--- config.mk ---
export PLATFORM = sky130hd
export DESIGN_NAME = cache_mem_arbiter_flat
export DESIGN_NICKNAME = d
export VERILOG_FILES = /design/src/rtl/cache_mem_arbiter_pkg.sv /design/src/rtl/cache_mem_arbiter_if.sv /design/src/rtl/cache_mem_arbiter_arb.sv /design/src/rtl/cache_mem_arbiter.sv /design/src/flat_wrapper.sv
export SDC_FILE = /design/constraint.sdc
export NUM_CORES = 1
export LEC_CHECK = 0
export ABC_AREA = 1
export CORE_AREA = 10 10 383 385
export DETAILED_ROUTE_END_ITERATION = 16
export DIE_AREA = 0 0 393 395
export SLEW_MARGIN = 20
export SYNTH_ARGS = -nofsm -noshare
export SYNTH_HDL_FRONTEND = slang
export SYNTH_HIERARCHICAL = 1
export SYNTH_SLANG_ARGS = --single-unit
--- constraint.sdc ---
create_clock -name clk -period 2.3 [get_ports clk]
set_input_delay 0.345 -clock clk [delete_from_list [all_inputs] [get_ports clk]]
set_output_delay 0.345 -clock clk [all_outputs]
set_load 0.03 [all_outputs]
--- src/rtl/cache_mem_arbiter_pkg.sv ---
// Shared cache package: memory request and bus encodings, the memory
// arbiter FSM states, and the pipeline/response codes used across the cache.
package cache_mem_arbiter_pkg;

  // Operation requested by an icache/dcache port.
  typedef enum logic [1:0] {
    OP_LOAD_WORD  = 2'd0,
    OP_LOAD_BLOCK = 2'd1,
    OP_STORE_WORD = 2'd2,
    OP_WB_REFILL  = 2'd3
  } req_op_e;

  // Request presented to the AXI bus adapter.
  typedef enum logic [2:0] {
    AXI_NONE        = 3'd0,
    AXI_LOAD_WORD   = 3'd1,
    AXI_LOAD_BLOCK  = 3'd2,
    AXI_WRITE_WORD  = 3'd3,
    AXI_WRITE_BLOCK = 3'd4
  } axi_req_e;

  // Memory arbiter FSM.
  typedef enum logic [2:0] {
    ST_IDLE     = 3'd0,
    ST_ISSUE    = 3'd1,
    ST_WAIT     = 3'd2,
    ST_WB_ISSUE = 3'd3,
    ST_WB_WAIT  = 3'd4,
    ST_RESP     = 3'd5
  } arb_state_e;

  // Pipeline control codes shared with the cache pipelines.
  typedef enum logic [1:0] {
    PIPE_RUN    = 2'd0,
    PIPE_STALL  = 2'd1,
    PIPE_FLUSH  = 2'd2,
    PIPE_REPLAY = 2'd3
  } pipe_ctl_e;

  // Bus response codes.
  typedef enum logic [1:0] {
    RESP_OKAY   = 2'd0,
    RESP_EXOKAY = 2'd1,
    RESP_SLVERR = 2'd2,
    RESP_DECERR = 2'd3
  } resp_code_e;

  // Bus request for the final (non-writeback) phase of a cache operation.
  // A writeback-refill finishes with a line load.
  function automatic axi_req_e op_to_axi(input req_op_e op);
    op_to_axi = AXI_NONE;
    case (op)
      OP_LOAD_WORD:  op_to_axi = AXI_LOAD_WORD;
      OP_LOAD_BLOCK: op_to_axi = AXI_LOAD_BLOCK;
      OP_STORE_WORD: op_to_axi = AXI_WRITE_WORD;
      OP_WB_REFILL:  op_to_axi = AXI_LOAD_BLOCK;
      default:       op_to_axi = AXI_NONE;
    endcase
  endfunction

endpackage

--- src/rtl/cache_mem_arbiter_if.sv ---
// Bundle of the cache-side request/response signals and the AXI adapter
// signals of the memory arbiter. The slave modport is the arbiter's view;
// the master modport is the view of the caches plus bus adapter around it.
interface cache_mem_arbiter_if
  import cache_mem_arbiter_pkg::*;
#(
  parameter int NUM_PORTS = 2,
  parameter int ADDR_W    = 32,
  parameter int DATA_W    = 32,
  parameter int BLOCK_W   = 128
) ();
  localparam int STRB_W = DATA_W / 8;

  // Cache requesters, flattened one slice per port.
  logic [NUM_PORTS-1:0]         req_valid;
  logic [NUM_PORTS*2-1:0]       req_op;
  logic [NUM_PORTS*ADDR_W-1:0]  req_addr;
  logic [NUM_PORTS*ADDR_W-1:0]  req_wb_addr;
  logic [NUM_PORTS*BLOCK_W-1:0] req_wblock;
  logic [NUM_PORTS*DATA_W-1:0]  req_wword;
  logic [NUM_PORTS*STRB_W-1:0]  req_wstrb;
  logic [NUM_PORTS-1:0]         req_cached;
  logic [NUM_PORTS-1:0]         req_accept;
  logic [NUM_PORTS-1:0]         resp_valid;
  logic [BLOCK_W-1:0]           resp_rblock;
  logic [DATA_W-1:0]            resp_rword;

  // AXI bus adapter.
  axi_req_e                     axi_req;
  logic [ADDR_W-1:0]            axi_addr;
  logic [BLOCK_W-1:0]           axi_wblock;
  logic [DATA_W-1:0]            axi_wword;
  logic [STRB_W-1:0]            axi_wstrb;
  logic                         axi_cached;
  logic                         axi_ready;
  logic                         axi_finish;
  logic [BLOCK_W-1:0]           axi_rblock;
  logic [DATA_W-1:0]            axi_rword;

  modport master (
    output req_valid, req_op, req_addr, req_wb_addr, req_wblock, req_wword,
           req_wstrb, req_cached,
    input  req_accept, resp_valid, resp_rblock, resp_rword,
    input  axi_req, axi_addr, axi_wblock, axi_wword, axi_wstrb, axi_cached,
    output axi_ready, axi_finish, axi_rblock, axi_rword
  );

  modport slave (
    input  req_valid, req_op, req_addr, req_wb_addr, req_wblock, req_wword,
           req_wstrb, req_cached,
    output req_accept, resp_valid, resp_rblock, resp_rword,
    output axi_req, axi_addr, axi_wblock, axi_wword, axi_wstrb, axi_cached,
    input  axi_ready, axi_finish, axi_rblock, axi_rword
  );

endinterface

--- src/rtl/cache_mem_arbiter_arb.sv ---
// Requester arbiter: round-robin from the port after the last grant, or
// fixed priority with the highest index winning. Produces a one-hot grant
// (only while enabled) and the winner's index.
module cache_rr_arbiter #(
  parameter int NUM_PORTS = 2,
  parameter bit RR_EN     = 1'b1,
  localparam int IDX_W    = (NUM_PORTS > 1) ? $clog2(NUM_PORTS) : 1
) (
  input  logic                 clk,
  input  logic                 rstn,
  input  logic [NUM_PORTS-1:0] valid,
  input  logic                 enable,
  output logic [NUM_PORTS-1:0] grant,
  output logic [IDX_W-1:0]     grant_idx
);

  logic [IDX_W-1:0] last_grant;
  logic             found;

  // Select the winner among the valid ports.
  always_comb begin
    int j;
    // NOTE: every output gets a default before any branch so no path can
    // leave it unassigned and infer a latch.
    grant     = '0;
    grant_idx = '0;
    found     = 1'b0;
    j         = 0;
    if (RR_EN) begin
      for (int i = 1; i <= NUM_PORTS; i++) begin
        j = int'(last_grant) + i;
        if (j >= NUM_PORTS) j = j - NUM_PORTS;
        if (!found && valid[IDX_W'(j)]) begin
          found     = 1'b1;
          grant_idx = IDX_W'(j);
        end
      end
    end else begin
      // Later (higher) indices overwrite earlier ones.
      for (int i = 0; i < NUM_PORTS; i++) begin
        if (valid[IDX_W'(i)]) begin
          found     = 1'b1;
          grant_idx = IDX_W'(i);
        end
      end
    end
    if (found && enable) grant[grant_idx] = 1'b1;
  end

  // Remember the most recent winner; it moves only when a grant is issued.
  // NOTE: sequential state is written with non-blocking assignments so every
  // flop samples pre-edge values regardless of process ordering.
  always_ff @(posedge clk) begin
    if (!rstn) begin
      last_grant <= IDX_W'(NUM_PORTS - 1);
    end else if (|grant) begin
      last_grant <= grant_idx;
    end
  end

endmodule

--- src/rtl/cache_mem_arbiter.sv ---
// Memory arbiter between the icache/dcache ports and a single AXI bus
// adapter. One transaction at a time: accept, optional victim writeback,
// main bus access, then a one-cycle response pulse to the requester.
module cache_mem_arbiter
  import cache_mem_arbiter_pkg::*;
#(
  parameter int NUM_PORTS = 2,
  parameter int ADDR_W    = 32,
  parameter int DATA_W    = 32,
  parameter int BLOCK_W   = 128,
  parameter bit RR_EN     = 1'b1
) (
  input  logic                 clk,
  input  logic                 rstn,
  cache_mem_arbiter_if.slave   bus
);

  localparam int STRB_W = DATA_W / 8;
  localparam int IDX_W  = (NUM_PORTS > 1) ? $clog2(NUM_PORTS) : 1;

  // Request latched at accept time; the bus phases are driven from it.
  typedef struct packed {
    req_op_e            op;
    logic [ADDR_W-1:0]  addr;
    logic [ADDR_W-1:0]  wb_addr;
    logic [BLOCK_W-1:0] wblock;
    logic [DATA_W-1:0]  wword;
    logic [STRB_W-1:0]  wstrb;
    logic               cached;
    logic [IDX_W-1:0]   port;
  } txn_t;

  arb_state_e           state, state_d;
  txn_t                 cur, cur_d, incoming;
  logic [NUM_PORTS-1:0] grant, resp_oh;
  logic [IDX_W-1:0]     grant_idx;
  logic                 arb_en;

  // Arbitrate only in IDLE and never while reset is being applied.
  assign arb_en         = (state == ST_IDLE) && rstn;
  assign bus.req_accept = grant;

  cache_rr_arbiter #(
    .NUM_PORTS (NUM_PORTS),
    .RR_EN     (RR_EN)
  ) u_arb (
    .clk       (clk),
    .rstn      (rstn),
    .valid     (bus.req_valid),
    .enable    (arb_en),
    .grant     (grant),
    .grant_idx (grant_idx)
  );

  // Pull the winning port's fields out of the flattened request buses.
  always_comb begin
    incoming         = '0;
    incoming.op      = req_op_e'(bus.req_op[int'(grant_idx)*2 +: 2]);
    incoming.addr    = bus.req_addr[int'(grant_idx)*ADDR_W +: ADDR_W];
    incoming.wb_addr = bus.req_wb_addr[int'(grant_idx)*ADDR_W +: ADDR_W];
    incoming.wblock  = bus.req_wblock[int'(grant_idx)*BLOCK_W +: BLOCK_W];
    incoming.wword   = bus.req_wword[int'(grant_idx)*DATA_W +: DATA_W];
    incoming.wstrb   = bus.req_wstrb[int'(grant_idx)*STRB_W +: STRB_W];
    incoming.cached  = bus.req_cached[grant_idx];
    incoming.port    = grant_idx;
  end

  // Next-state logic and request latching.
  always_comb begin
    state_d = state;
    cur_d   = cur;
    unique case (state)
      ST_IDLE: begin
        if (|grant) begin
          cur_d   = incoming;
          state_d = (incoming.op == OP_WB_REFILL) ? ST_WB_ISSUE : ST_ISSUE;
        end
      end
      ST_WB_ISSUE: if (bus.axi_ready)  state_d = ST_WB_WAIT;
      ST_WB_WAIT:  if (bus.axi_finish) state_d = ST_ISSUE;
      ST_ISSUE:    if (bus.axi_ready)  state_d = ST_WAIT;
      ST_WAIT:     if (bus.axi_finish) state_d = ST_RESP;
      ST_RESP:                         state_d = ST_IDLE;
      default:                         state_d = ST_IDLE;
    endcase
  end

  // One-hot of the port that owns the transaction.
  always_comb begin
    resp_oh             = '0;
    resp_oh[cur_d.port] = 1'b1;
  end

  // State and latched-request registers.
  always_ff @(posedge clk) begin
    if (!rstn) begin
      state <= ST_IDLE;
      cur   <= '0;
    end else begin
      state <= state_d;
      cur   <= cur_d;
    end
  end

  // Registered bus outputs: live only in the issue states, quiet otherwise.
  always_ff @(posedge clk) begin
    if (!rstn) begin
      bus.axi_req    <= AXI_NONE;
      bus.axi_addr   <= '0;
      bus.axi_wblock <= '0;
      bus.axi_wword  <= '0;
      bus.axi_wstrb  <= '0;
      bus.axi_cached <= 1'b0;
    end else begin
      bus.axi_req    <= AXI_NONE;
      bus.axi_addr   <= '0;
      bus.axi_wblock <= '0;
      bus.axi_wword  <= '0;
      bus.axi_wstrb  <= '0;
      bus.axi_cached <= 1'b0;
      case (state_d)
        ST_WB_ISSUE: begin
          bus.axi_req    <= AXI_WRITE_BLOCK;
          bus.axi_addr   <= cur_d.wb_addr;
          bus.axi_wblock <= cur_d.wblock;
          bus.axi_cached <= cur_d.cached;
        end
        ST_ISSUE: begin
          bus.axi_req    <= op_to_axi(cur_d.op);
          bus.axi_addr   <= cur_d.addr;
          bus.axi_wblock <= cur_d.wblock;
          bus.axi_wword  <= cur_d.wword;
          bus.axi_wstrb  <= cur_d.wstrb;
          bus.axi_cached <= cur_d.cached;
        end
        default: ;
      endcase
    end
  end

  // Response pulse in RESP, and read data held from capture to capture.
  always_ff @(posedge clk) begin
    if (!rstn) begin
      bus.resp_valid  <= '0;
      bus.resp_rblock <= '0;
      bus.resp_rword  <= '0;
    end else begin
      bus.resp_valid <= (state_d == ST_RESP) ? resp_oh : '0;
      if (state == ST_WAIT && bus.axi_finish) begin
        bus.resp_rblock <= bus.axi_rblock;
        bus.resp_rword  <= bus.axi_rword;
      end
    end
  end

endmodule

--- src/flat_wrapper.sv ---
// flat-port wrapper written by rule: the top's interface ports become plain ports
module cache_mem_arbiter_flat import cache_mem_arbiter_pkg::*;
#(
  parameter int NUM_PORTS = 2,
  parameter int ADDR_W    = 32,
  parameter int DATA_W    = 32,
  parameter int BLOCK_W   = 128,
  parameter bit RR_EN     = 1'b1
)
  (clk, rstn, bus_req_valid, bus_req_op, bus_req_addr, bus_req_wb_addr, bus_req_wblock, bus_req_wword, bus_req_wstrb, bus_req_cached, bus_req_accept, bus_resp_valid, bus_resp_rblock, bus_resp_rword, bus_axi_req, bus_axi_addr, bus_axi_wblock, bus_axi_wword, bus_axi_wstrb, bus_axi_cached, bus_axi_ready, bus_axi_finish, bus_axi_rblock, bus_axi_rword);
  cache_mem_arbiter_if #(.NUM_PORTS(NUM_PORTS), .ADDR_W(ADDR_W), .DATA_W(DATA_W), .BLOCK_W(BLOCK_W)) bus_i ();
  input  logic clk;
  input  logic rstn;
  input wire logic [$bits(bus_i.req_valid)-1:0] bus_req_valid;
  input wire logic [$bits(bus_i.req_op)-1:0] bus_req_op;
  input wire logic [$bits(bus_i.req_addr)-1:0] bus_req_addr;
  input wire logic [$bits(bus_i.req_wb_addr)-1:0] bus_req_wb_addr;
  input wire logic [$bits(bus_i.req_wblock)-1:0] bus_req_wblock;
  input wire logic [$bits(bus_i.req_wword)-1:0] bus_req_wword;
  input wire logic [$bits(bus_i.req_wstrb)-1:0] bus_req_wstrb;
  input wire logic [$bits(bus_i.req_cached)-1:0] bus_req_cached;
  output wire logic [$bits(bus_i.req_accept)-1:0] bus_req_accept;
  output wire logic [$bits(bus_i.resp_valid)-1:0] bus_resp_valid;
  output wire logic [$bits(bus_i.resp_rblock)-1:0] bus_resp_rblock;
  output wire logic [$bits(bus_i.resp_rword)-1:0] bus_resp_rword;
  output wire logic [$bits(bus_i.axi_req)-1:0] bus_axi_req;
  output wire logic [$bits(bus_i.axi_addr)-1:0] bus_axi_addr;
  output wire logic [$bits(bus_i.axi_wblock)-1:0] bus_axi_wblock;
  output wire logic [$bits(bus_i.axi_wword)-1:0] bus_axi_wword;
  output wire logic [$bits(bus_i.axi_wstrb)-1:0] bus_axi_wstrb;
  output wire logic [$bits(bus_i.axi_cached)-1:0] bus_axi_cached;
  input wire logic [$bits(bus_i.axi_ready)-1:0] bus_axi_ready;
  input wire logic [$bits(bus_i.axi_finish)-1:0] bus_axi_finish;
  input wire logic [$bits(bus_i.axi_rblock)-1:0] bus_axi_rblock;
  input wire logic [$bits(bus_i.axi_rword)-1:0] bus_axi_rword;
  assign bus_i.req_valid = bus_req_valid;
  assign bus_i.req_op = bus_req_op;
  assign bus_i.req_addr = bus_req_addr;
  assign bus_i.req_wb_addr = bus_req_wb_addr;
  assign bus_i.req_wblock = bus_req_wblock;
  assign bus_i.req_wword = bus_req_wword;
  assign bus_i.req_wstrb = bus_req_wstrb;
  assign bus_i.req_cached = bus_req_cached;
  assign bus_req_accept = bus_i.req_accept;
  assign bus_resp_valid = bus_i.resp_valid;
  assign bus_resp_rblock = bus_i.resp_rblock;
  assign bus_resp_rword = bus_i.resp_rword;
  assign bus_axi_req = bus_i.axi_req;
  assign bus_axi_addr = bus_i.axi_addr;
  assign bus_axi_wblock = bus_i.axi_wblock;
  assign bus_axi_wword = bus_i.axi_wword;
  assign bus_axi_wstrb = bus_i.axi_wstrb;
  assign bus_axi_cached = bus_i.axi_cached;
  assign bus_i.axi_ready = bus_axi_ready;
  assign bus_i.axi_finish = bus_axi_finish;
  assign bus_i.axi_rblock = bus_axi_rblock;
  assign bus_i.axi_rword = bus_axi_rword;
  cache_mem_arbiter #(.NUM_PORTS(NUM_PORTS), .ADDR_W(ADDR_W), .DATA_W(DATA_W), .BLOCK_W(BLOCK_W), .RR_EN(RR_EN)) u_core (.clk(clk), .rstn(rstn), .bus(bus_i));
endmodule
Word-level counts from Yosys, hierarchy flattened
Index checks and enable logic that the tools add are counted.
Widths: inputs -> output; s select.
{"block": "word_totals", "regBits": 598, "in_bits": 628, "out_inout_bits": 364, "wordCells": 92}
{"block": "classes", "n_addsub": 4, "magnitude_cmp": 8, "n_eq_ne": 11, "n_shift": 6, "n_mux": 29, "reduce_logical": 15}
{"operator": "$mux 232", "count": 2}
{"operator": "$shiftx 256x9->128", "count": 1}
{"operator": "$shiftx 64x7->32", "count": 3}
{"operator": "$pmux 32 s2", "count": 1}
{"operator": "$mux 3", "count": 5}
{"operator": "$pmux 3 s5", "count": 1}
{"operator": "$mux 1", "count": 14}
{"operator": "$eq 3x2->1 const B", "count": 3}
{"operator": "$pmux 3 s3", "count": 1}
{"operator": "$shiftx 8x4->4", "count": 1}
{"operator": "$eq 2x2->1 const B", "count": 3}
{"operator": "$eq 3x1->1 const B", "count": 2}
{"operator": "$eq 3x3->1 const B", "count": 2}
{"operator": "$logic_and 1x1->1", "count": 6}
{"operator": "$lt 1x3->1 const B", "count": 2}
{"operator": "$pmux 3 s2", "count": 1}
{"operator": "$reduce_and 2->1", "count": 3}
{"operator": "$reduce_or 2->1", "count": 3}
{"operator": "$lt 1x2->1 const B", "count": 2}
{"operator": "$mux 2", "count": 2}
{"operator": "$shiftx 4x3->2", "count": 1}
{"operator": "$add 1x2->3 const B", "count": 1}
{"operator": "$ge 3x2->1 const B", "count": 1}
{"operator": "$logic_not 3->1", "count": 1}
{"operator": "8 further kinds", "count": 11}

Longest topological paths before layout
{"block": "depth", "word_depth": 22, "depth_mapped": 17, "depth_no_buf": 14}

Modules after synthesis
The synthesis kept the hierarchy.
{"mod": "cache_mem_arbiter", "instances": 1, "cells_each": 2827, "area_each_um2": 21563.2, "seq_area_each_um2": 11951.5}
{"mod": "cache_rr_arbiter", "instances": 1, "cells_each": 10, "area_each_um2": 56.3, "seq_area_each_um2": 20.0}

Least setup slack after synthesis
No wires, ideal clock.
{"block": "synth_timing", "kind": "input to register", "start": "input rstn", "end": "register u_core.bus.axi_wword[10]", "setup_time_ns": 0.121, "arrival_time_ns": 2.741, "required_time_ns": 2.179, "setup_slack_ns": -0.562, "cell_stages": 15, "n_path_buf": 4, "cell_sequence": "buf_2 clkinv_1 clkbuf_1 buf_1 nor2_1 nand2_1 nor2_1 nor2_1 nor2_8 nand3_1 nand2_2 nor2_8 nand2_4 buf_4 nor2_1"}
{"block": "synth_via", "elab_chain_cells": 8, "word_cells_on_any_way": 10, "cone_classes": "1 x eq/ne; 5 x mux; 4 x reduce/logical"}
{"element": "from (decl)", "line": "flat_wrapper.sv:13", "rtl": "input logic rstn;"}
{"element": "$logic_and 1x1->1 (*)", "line": "cache_mem_arbiter.sv:40", "rtl": "assign arb_en = (state == ST_IDLE) && rstn;"}
{"element": "via u_core.arb_en", "line": "cache_mem_arbiter.sv:37", "rtl": "logic arb_en;"}
{"element": "$logic_and 1x1->1 (*)", "line": "cache_mem_arbiter_arb.sv:47", "rtl": "if (found && enable) grant[grant_idx] = 1'b1;"}
{"element": "$mux 2 (*)", "line": "cache_mem_arbiter_arb.sv:47"}
{"element": "via bus_req_accept[0]", "line": "flat_wrapper.sv:22", "rtl": "output wire logic [$bits(bus_i.req_accept)-1:0] bus_req_accept;"}
{"element": "$reduce_or 2->1 (*)", "line": "cache_mem_arbiter.sv:74", "rtl": "if (|grant) begin"}
{"element": "$mux 3", "line": "cache_mem_arbiter.sv:74"}
{"element": "$pmux 3 s5", "line": "cache_mem_arbiter.sv:72", "rtl": "unique case (state)"}
{"element": "$eq 3x1->1", "line": "cache_mem_arbiter.sv:121", "rtl": "case (state_d)"}
{"element": "$reduce_and 2->1 (no line)"}
{"element": "to (signal assigned)", "line": "cache_mem_arbiter.sv:132", "rtl": "bus.axi_wword <= cur_d.wword;"}
{"element": "to (decl)", "line": "cache_mem_arbiter_if.sv:52", "rtl": "output axi_req, axi_addr, axi_wblock, axi_wword, axi_wstrb, axi_cached,"}
The timed path passes the listed nets; every way through them passes the cells marked *.
A chain may end at the register's enable or synchronous reset.

Worst setup path after layout
{"block": "layout_timing", "start": "register u_core.state[0]", "end": "register u_core/cur[57] (netlist bit)"}
{"block": "layout_via", "elab_chain_cells": 7}
{"element": "from (decl)", "line": "cache_mem_arbiter.sv:33", "rtl": "arb_state_e state, state_d;"}
{"element": "from (signal assigned)", "line": "cache_mem_arbiter.sv:100", "rtl": "state <= state_d;"}
{"element": "$logic_not 3->1", "line": "cache_mem_arbiter.sv:40"}
{"element": "$logic_and 1x1->1", "line": "cache_mem_arbiter.sv:40"}
{"element": "via u_core.arb_en", "line": "cache_mem_arbiter.sv:37"}
{"element": "$logic_and 1x1->1", "line": "cache_mem_arbiter_arb.sv:47"}
{"element": "$mux 2", "line": "cache_mem_arbiter_arb.sv:47"}
{"element": "$reduce_or 2->1", "line": "cache_mem_arbiter.sv:74"}
{"element": "$mux 232", "line": "cache_mem_arbiter.sv:74"}
{"element": "$mux 232", "line": "cache_mem_arbiter.sv:72"}
{"element": "to (signal assigned)", "line": "cache_mem_arbiter.sv:101", "rtl": "cur <= cur_d;"}
{"element": "to (decl)", "line": "cache_mem_arbiter.sv:34", "rtl": "txn_t cur, cur_d, incoming;"}
The timed path passes the listed nets, and every way through them passes these cells.

==> reports/qor.yml <==
synth_top_family_by_area: "simple AND/OR/NAND/NOR gates"
worst_setup_path_start_kind: "flip-flop"
num_io_pins: 992
switchingPower_mw: 9.13
grt_usage_pct: 15.2
die_w_um: 393
yosysWarnings: 6
min_path_cells: 6
p_leak_nw: 14.5
drt-pass1-iter-count: 5
fin_cells: 5761
antenna_found_initial: 39
clk_path_buf_depth: 3
dieArea_um2: 155000
reg2reg_to: "u_core/cur[57]$_SDFF_PN0_"
synth_largest_area_cell: "dfxtp_1"
hold_slack_ps: 171
final_nets: 4528
relSlewSlack_pct: 29.7
antenna_left: 0
grt_pass1_vias: 22727
pwr-share-clk_pct: 38.4
critPathCaptureType: "flip-flop"
finalWeightedCongestion: 0.918
clock-sinks: 598
synthArstFlopShare_pct: 0
synth_cell_type_count: 31
synthesis.area_um2: 21600
routed_wl_mm: 127
start_util_pct: 15.6
worst_r2r_path_depth: 13
fin_setup_tns_ps: 0
cts_tree: "yes"
r2r_start: "u_core/state[0]$_SDFF_PN0_"
synth_nets: 3465
final_layout_size_suffix_gt1_share_pct: 10.5
layout_commonest_cell: "clkdlybuf4s50_1"
route.detailed.drc: 0
setup.worst_path.start: "u_core/state[0]$_SDFF_PN0_"
ir_drop_mv: 0.533
via_count: 23048
num_rows: 137
yosys.area_share.simple_pct: 27.8
synthFlopType: "dfxtp_1"
max_freq_ghz: 0.447
dp_slack_ps: -854
fin_util_pct: 27.2
maxCapViolCount: 0
synth_edf_count: 0
h-tree-depth: 3
clk_pin_slew_ps: 60
min-delay-start: "rstn"
coreArea_um2: 139000
setup_viol: 0
grt.overflow.total: 0
syn2layout_area_growth_pct: 74.9
holdPathEnd: "u_core/u_arb/last_grant$_SDFFE_PN1P_"
critical_path_required_ps: 2800
die_h_um: 395
final_cell_mix: "clkdlybuf4s50_1, nor2_1, dfxtp_1"
outcome: "finished, final reports clean"
ys_seq_area_share_pct: 55.4
swShare_pct: 29.8
dpl.cell_count: 5614
hold_class: "input port to flip-flop"
worstMarginPinSlew_ps: 1050
dpl-instance-area_um2: 34800
finalHoldViolations: 0
yosysTopAreaCellShare_pct: 55.4
synthAdderAreaFrac_pct: 0
clk_latency_ps: 660
grt_pass1_wl_mm: 170
p_int_mw: 21.5
cts_buffers: 72
dr.first_iter.drc_count: 1369
crit_fanout: 15
share_seq_of_total_power_pct: 38.0
powerDensity_nw_per_um2: 809
ys_ff_latch: 598
fin_crit_sh_pct: 97.2
netlist_instances: 2837
hpwl_mm: 102
fin_area_um2: 37800
combPwrFrac_pct: 23.6
synth_compound_area_share_pct: 11.0
cts-root-buf: "clkbuf_16"
crit_type: "flip-flop to flip-flop"
grt_max_degree: 198
rrSetupSlack_ps: 60
io_buffers: 990
layout_min_cycle_time_ps: 2240
synthMuxAreaShare_pct: 0
clock_skew_ps: 31.4
wl_per_cell_um: 22.0
worst_slack_ps: 63.8
netlist_top_cells_area: "dfxtp_1, nor2_1, nand2_1"
vias_per_cell: 4.00
syn_area_per_cell_um2: 7.62
slew_viol_final: 0
rsz0062_at_grt: "yes"
n_fill_cell: 14930
power.total_mw: 30.6
worstPathArrival_ps: 2730
synth-xor-area-share_pct: 0
[cell usage after synthesis, types with 11 or more instances]
| cell | instances |
|---|---|
| nor2_1 | 728 |
| o21ai_1 | 24 |
| buf_2 | 99 |
| dfxtp_1 | 598 |
| a21boi_0 | 31 |
| nand4_1 | 32 |
| o21ai_0 | 397 |
| nand2_1 | 540 |
| buf_4 | 11 |
| clkbuf_1 | 95 |
| inv_1 | 75 |
| nand3_1 | 174 |
[critical path, stage by stage, from the launching register on]
cell and delay, ps:
dfxtp_2 330, nor2_4 130, nand2_4 90, nor2_4 130, nand2_2 80, nor2_4 140
nor2_4 60, nor2_8 190, buf_6 160, buf_12 170, buf_6 170, nand3_1 160
o21ai_1 170, nor2_1 50
[logic make-up (layout without fill, tap and decap cells)]
family,after synthesis,in the layout
simple gates,1491,1491
flops,598,598
compound gates,457,457
buf+inv,291,1402
other cells,0,6
[flip-flops by register name, indices dropped and copies added, names as in the netlist]
| name | flops |
|---|---|
| u_core/bus.resp_rblock | 128 |
| u_core/u_arb/last_grant | 1 |
| u_core/state | 3 |
| u_core/bus.axi_addr | 32 |
| u_core/bus.axi_req | 3 |
| u_core/bus.axi_cached | 1 |
| u_core/bus.resp_valid | 2 |
| u_core/bus.resp_rword | 32 |
| u_core/bus.axi_wblock | 128 |
| u_core/cur | 232 |
| u_core/bus.axi_wword | 32 |
| u_core/bus.axi_wstrb | 4 |
[worst max path at each step]
stage | to | slack [ps] | cells past startpoint
detailed placement | u_core/bus.axi_addr[20]$_SDFF_PN0_ | -850 | 13
floorplan | u_core/bus.axi_wblock[117]$_SDFF_PN0_ | 6 | 17
global placement | u_core/bus.axi_addr[20]$_SDFF_PN0_ | -850 | 13
global route | u_core/bus.axi_addr[11]$_SDFF_PN0_ | -40 | 13
CTS | u_core/bus.axi_addr[14]$_SDFF_PN0_ | -40 | 15
finish | u_core/cur[57]$_SDFF_PN0_ | 60 | 13
[final cells by class]
class | instances | area [um^2] | area share [%]
antenna | 6 | 15.0 | 0.0397
clock buffer | 99 | 2080 | 5.49
clock inverter | 23 | 308 | 0.814
inverter | 81 | 332 | 0.877
multi-input combinational | 1948 | 8600 | 22.8
sequential | 598 | 12000 | 31.7
tap | 1807 | 2260 | 5.98
timing repair buffer | 1199 | 12300 | 32.4
[power groups by stage]
stage	sequential [mW]	clock [mW]	combinational, mW
global route	11.7	12.5	7.83
detailed placement	11.8	0	6.83
CTS	11.6	12.2	6.92
floorplan	12.5	0	2.46
global placement	11.8	0	6.80
finish	11.6	11.8	7.22
[repair_timing]
action	CTS	global route
setup buffers	3	7
resized for setup	25	123
pin swaps	0	18
gates cloned	1	9
endpoints found under the setup margin	35	257
hold buffers	0	0
[per-layer routing]
layer / routed length (um) / part of all wire (%) / track usage [%] / up-vias
met2: 61200 / 48 / 26.6 / 934
met4: 4380 / 3.5 / 4.45 / 34
met5: 228 / 0.18 / 0 / -
met1: 48900 / 39 / 17.0 / 10657
li1: - / - / - / 11203
met3: 12100 / 9.5 / 5.67 / 220
(Power assumes the default switching activity.)
